File: config.mk
export PLATFORM = sky130hd
export DESIGN_NAME = mul8_seq_ctrl
export DESIGN_NICKNAME = d
export VERILOG_FILES = /design/src/rtl/mul8_seq_ctrl.sv
export SDC_FILE = /design/constraint.sdc
export NUM_CORES = 1
export LEC_CHECK = 0
export BUFFER_PORTS_ARGS = -buffer_cell sky130_fd_sc_hd__buf_2
export CAP_MARGIN = 20
export CORE_MARGIN = 4
export CORE_UTILIZATION = 50
export DETAILED_ROUTE_END_ITERATION = 10
export PLACE_DENSITY = 0.78
export SETUP_SLACK_MARGIN = 0.15
export SLEW_MARGIN = 25
export SYNTH_ARGS = -nofsm -noshare
export SYNTH_HDL_FRONTEND = slang
export SYNTH_SLANG_ARGS = --single-unit
File: constraint.sdc
create_clock -name clk -period 6.9 [get_ports clk]
set_clock_uncertainty 0.15 [all_clocks]
set_input_delay 1.38 -clock clk [delete_from_list [all_inputs] [get_ports clk]]
set_output_delay 1.38 -clock clk [all_outputs]
set_load 0.005 [all_outputs]
File: src/rtl/mul8_seq_ctrl.sv
// Sequencing controller: computes one 8x8 unsigned product by driving a shared
// external 4x4 multiplier core over four passes and accumulating the shifted
// partial products.
// Latency: out_valid rises 4 cycles after the acceptance edge; throughput is
// one product per 5 cycles when back-to-back.
// Backpressure: O/out_valid are held in DONE until out_ready; in_ready is low
// while busy except in DONE, where it follows out_ready.
//
// Ports:
//   clk, rst             clock, synchronous active-high reset
//   in_valid/in_ready    operand handshake (A, B sampled at the handshake)
//   out_valid/out_ready  result handshake (O = A*B)
//   busy                 high in MUL or DONE
//   core_a/core_b        nibbles to the shared 4x4 core
//   core_p               combinational core product, sampled the same cycle
module mul8_seq_ctrl #(
  parameter int W  = 8,
  parameter int CW = 4
) (
  input  logic            clk,
  input  logic            rst,
  input  logic            in_valid,
  output logic            in_ready,
  input  logic [W-1:0]    A,
  input  logic [W-1:0]    B,
  output logic            out_valid,
  input  logic            out_ready,
  output logic [2*W-1:0]  O,
  output logic            busy,
  output logic [CW-1:0]   core_a,
  output logic [CW-1:0]   core_b,
  input  logic [2*CW-1:0] core_p
);

  typedef enum logic [1:0] {
    IDLE = 2'd0,
    MUL  = 2'd1,
    DONE = 2'd2
  } state_t;

  state_t         state_q;
  logic [1:0]     k_q;
  logic [W-1:0]   a_q;
  logic [W-1:0]   b_q;
  logic [2*W-1:0] acc_q;
  logic [2*W-1:0] o_q;
  logic           ov_q;

  logic [2*W-1:0] pp_ext;
  logic [2*W-1:0] acc_d;
  logic           accept;

  // in_ready depends only on state, out_ready and rst, never on in_valid.
  assign in_ready  = !rst && ((state_q == IDLE) || ((state_q == DONE) && out_ready));
  assign accept    = in_valid && in_ready;
  assign out_valid = ov_q;
  assign O         = o_q;
  assign busy      = (state_q != IDLE);

  // Pass schedule: k[0] selects the A nibble, k[1] selects the B nibble.
  always_comb begin
    core_a = '0;
    core_b = '0;
    if (state_q == MUL) begin
      core_a = k_q[0] ? a_q[W-1:CW] : a_q[CW-1:0];
      core_b = k_q[1] ? b_q[W-1:CW] : b_q[CW-1:0];
    end
  end

  // Partial product weight: 2^0 for k=0, 2^4 for the cross terms, 2^8 for k=3.
  always_comb begin
    pp_ext = {{(2*W-2*CW){1'b0}}, core_p};
    acc_d  = acc_q;
    unique case (k_q)
      2'd0:    acc_d = acc_q + pp_ext;
      2'd1,
      2'd2:    acc_d = acc_q + (pp_ext << CW);
      default: acc_d = acc_q + (pp_ext << (2*CW));
    endcase
  end

  always_ff @(posedge clk) begin
    if (rst) begin
      state_q <= IDLE;
      k_q     <= '0;
      a_q     <= '0;
      b_q     <= '0;
      acc_q   <= '0;
      o_q     <= '0;
      ov_q    <= 1'b0;
    end else begin
      unique case (state_q)
        IDLE: begin
          if (accept) begin
            a_q     <= A;
            b_q     <= B;
            acc_q   <= '0;
            k_q     <= '0;
            state_q <= MUL;
          end
        end
        MUL: begin
          acc_q <= acc_d;
          k_q   <= k_q + 2'd1;
          if (k_q == 2'd3) begin
            o_q     <= acc_d;
            ov_q    <= 1'b1;
            state_q <= DONE;
          end
        end
        DONE: begin
          if (out_ready) begin
            ov_q <= 1'b0;
            // Retiring the result and accepting new operands can share an edge.
            if (accept) begin
              a_q     <= A;
              b_q     <= B;
              acc_q   <= '0;
              k_q     <= '0;
              state_q <= MUL;
            end else begin
              state_q <= IDLE;
            end
          end
        end
        default: state_q <= IDLE;
      endcase
    end
  end

endmodule
==> key figures <==
Outcome
  • Outcome: finished clean

Clock tree
  • Clk pin slew, worst setup/hold paths: 0.10 ns
  • H-tree lvl count: 2
  • Clk buf depth: 2
  • Post-CTS Repair Setup Buffers: 0
  • Number of buffers created by CTS: 5
  • # hold bufs at CTS: 0
  • Clock tree root driver cell: clkbuf_8
  • Number of resized instances in the post-cts repair step: 0
  • TritonCTS Sinks: 53
  • Latest clock arrival within the worst-skew pair: 0.31 ns
  • TritonCTS clock tree: built

Cells and area
  • Final standard cell utilization of the core: 57.6%
  • Top library cells by usage in the layout, fill and taps aside: nand2_1 (74), buf_2 (54), dfxtp_1 (53), a21oi_1 (53), nor2_1 (39)
  • Area growth from synthesis to layout: 10.9%
  • Leading cell type in the layout, fill and taps excluded: nand2_1
  • Antenna diode count: 0
  • Layout net count: 555
  • Fraction of layout cells with a size suffix above 1: roughly 15%
  • Post-route cell area: 0.00394 mm^2
  • Final cell count without fillers: about 600

Floorplan
  • Boundary pin count: 55
  • Area of the die: 0.00851 mm^2
  • Horiz. Die Dim: 92.2 um
  • Initial standard-cell utilization of the core: 51.9%
  • Area of the core region: 0.00683 mm^2
  • FP Rows: 30
  • Overall die height: 92.2 um

Yosys
  • Post-synth ARST share: 0%
  • Area leader, netlist: dfxtp_1
  • Mapped cell area: 0.00355 mm^2
  • Number of warning messages in the yosys log: 0
  • Unique cell type count in the Yosys netlist: 63
  • Count of state elements after synthesis: 53
  • Area fraction of the dominant cell type after synthesis: 29.9%
  • Synthesized instance count: 458
  • Top cells by area, synth: dfxtp_1 (30%), ha_1 (8.8%), nand2_1 (7.8%)
  • Prevailing post-synth register cell: dfxtp_1
  • Net count after synthesis: 514
  • Mean instance size in the synthesized netlist: 7.75 um^2
  • Post-synth EDFFs: 0
  • Register area share after synthesis: 29.9%

Worst setup path
  • Critical path required time: roughly 5.4 ns
  • Data arrival time of the critical path: 2.39 ns
  • Endpoint class of the critical path: output port
  • Category of the critical setup timing path: in2out
  • Critical Path Fanout Max: between 50 and 60
  • CP Launch Type: input pin

GRT
  • Pin count of the biggest net entering global routing: 52
  • Overall overflow remaining after global route: 0
  • First-pass GRT wire length: 15,900 um
  • Antenna violations before repair: 0
  • Total GRT Usage: 22.7%
  • Number of global-route vias before repair: roughly 3,300

Job
  • Max-cap violations: 0

Route
  • Residual DRC count: 0
  • Mean number of vias per cell: ~5.9
  • Antenna viol nets, final: 0
  • Post-DR wirelength/cell: 16.3 um
  • Iteration-0 DRC count of the detailed router: 217
  • Vias after detailed routing: 3,536
  • First-pass iteration count of the detailed router: 4
  • Total routed wirelength: ~9700 um

Min path
  • Class of the most critical hold timing path: reg2reg

Pwr
  • Total power density per cell area: 176 mW/mm^2
  • Total Power Consumption: just under 0.7 mW
  • Largest vdd supply drop: between 0.1 and 0.15 mV
  • Total leakage power: 1.58 nW

STA
  • Setup TNS: 0 ns
  • Crit path time final: between 3 and 4 ns
  • Final setup viols: 0
  • Pins over their slew limit: 0
  • Fraction of the cycle the final worst path needs: 56.9%
  • Final-report hold violation count: 0
  • Unrepaired setup endpoints after global routing: no
  • Hold WS: 0.307 ns
  • Rel. slew slack: 36.5%
  • Slew at the pin closest to its max-slew limit: between 0.9 and 1 ns
  • Final critical-path setup slack: 2.98 ns
  • Highest clock frequency the design can meet: 255 MHz

Placement
  • Cell count after placement: just under 600
  • Number of buffers inserted by port buffering: 54
  • DP Worst Slack: 2.98 ns
  • HPWL Detailed: 7280 um
  • Post-DP Area: 0.00385 mm^2
  • Final GP Congestion: 0.921
[critical path, cell delays in order]
cell      delay (ns)
buf_2           0.69
a211oi_1        0.13
buf_2           0.18
[synthesized netlist by cell type (3+ instances only)]
master	instances
nand2_1	74
o21ai_0	22
o21bai_1	3
nand2b_1	7
nor2b_1	6
a21oi_1	53
mux2i_1	11
a21boi_0	3
a211oi_1	8
o211ai_1	9
and3_1	3
dfxtp_1	53
nor3_1	8
fa_1	3
buf_6	3
clkbuf_1	15
inv_1	23
a21o_1	3
ha_1	25
xnor2_1	8
and2_1	3
nor2_1	40
nand3_1	10
o21a_1	3
a221o_1	4
a31oi_1	8
[metal layers]
metal  global-route usage, %  vias up  share of wire, %
met1                    28.7     1666                43
met4                    8.29        0               2.6
met2                    39.1      115                50
li1                        -     1728                 -
met3                    3.36       27               4.9
met5                       0        -                 0
[cells by family (layout without fill, tap and decap cells)]
| family | Yosys count | in the layout | share of synthesized area, % |
|---|---|---|---|
| compound gates | 148 | 148 | 27.9 |
| xor+xnor | 10 | 10 | 2.47 |
| fa+ha+maj | 28 | 28 | 10.5 |
| buf+inv | 45 | 87 | 5.61 |
| flops | 53 | 53 | 29.9 |
| mux | 12 | 12 | 3.42 |
| simple gates | 162 | 162 | 20.2 |
[flip-flops by register name (all words and copies together) (netlist names)]
signal	count
a_q	8
acc_q	16
out_valid	1
state_q	2
O	16
b_q	8
k_q	2
[power breakdown]
part | internal [mW] | switching, mW
clock | 0.0722 | 0.106
combinational | 0.0706 | 0.111
sequential | 0.318 | 0.0142
[worst paths after layout]
check | start | to | slack, ns | cells past startpoint
worst max-delay path | rst | in_ready | 2.98 | 3
worst min-delay path | O[14] | O[14] | 0.31 | 2
worst max register to register | k_q[0] | O[0] | 3.58 | 5
worst min register to register | O[14] | O[14] | 0.31 | 2
[cell type report]
type / instances / area, um^2
Clock buffer: 5 / 68.8
Clock inverter: 3 / 21.3
Fill cell: 680 / 2900
Inverter: 24 / 90.1
Multi-Input combinational cell: 360 / 2300
Sequential cell: 53 / 1060
Tap cell: 96 / 120
Timing Repair Buffer: 55 / 278
Power figures use the tool's default switching activity.
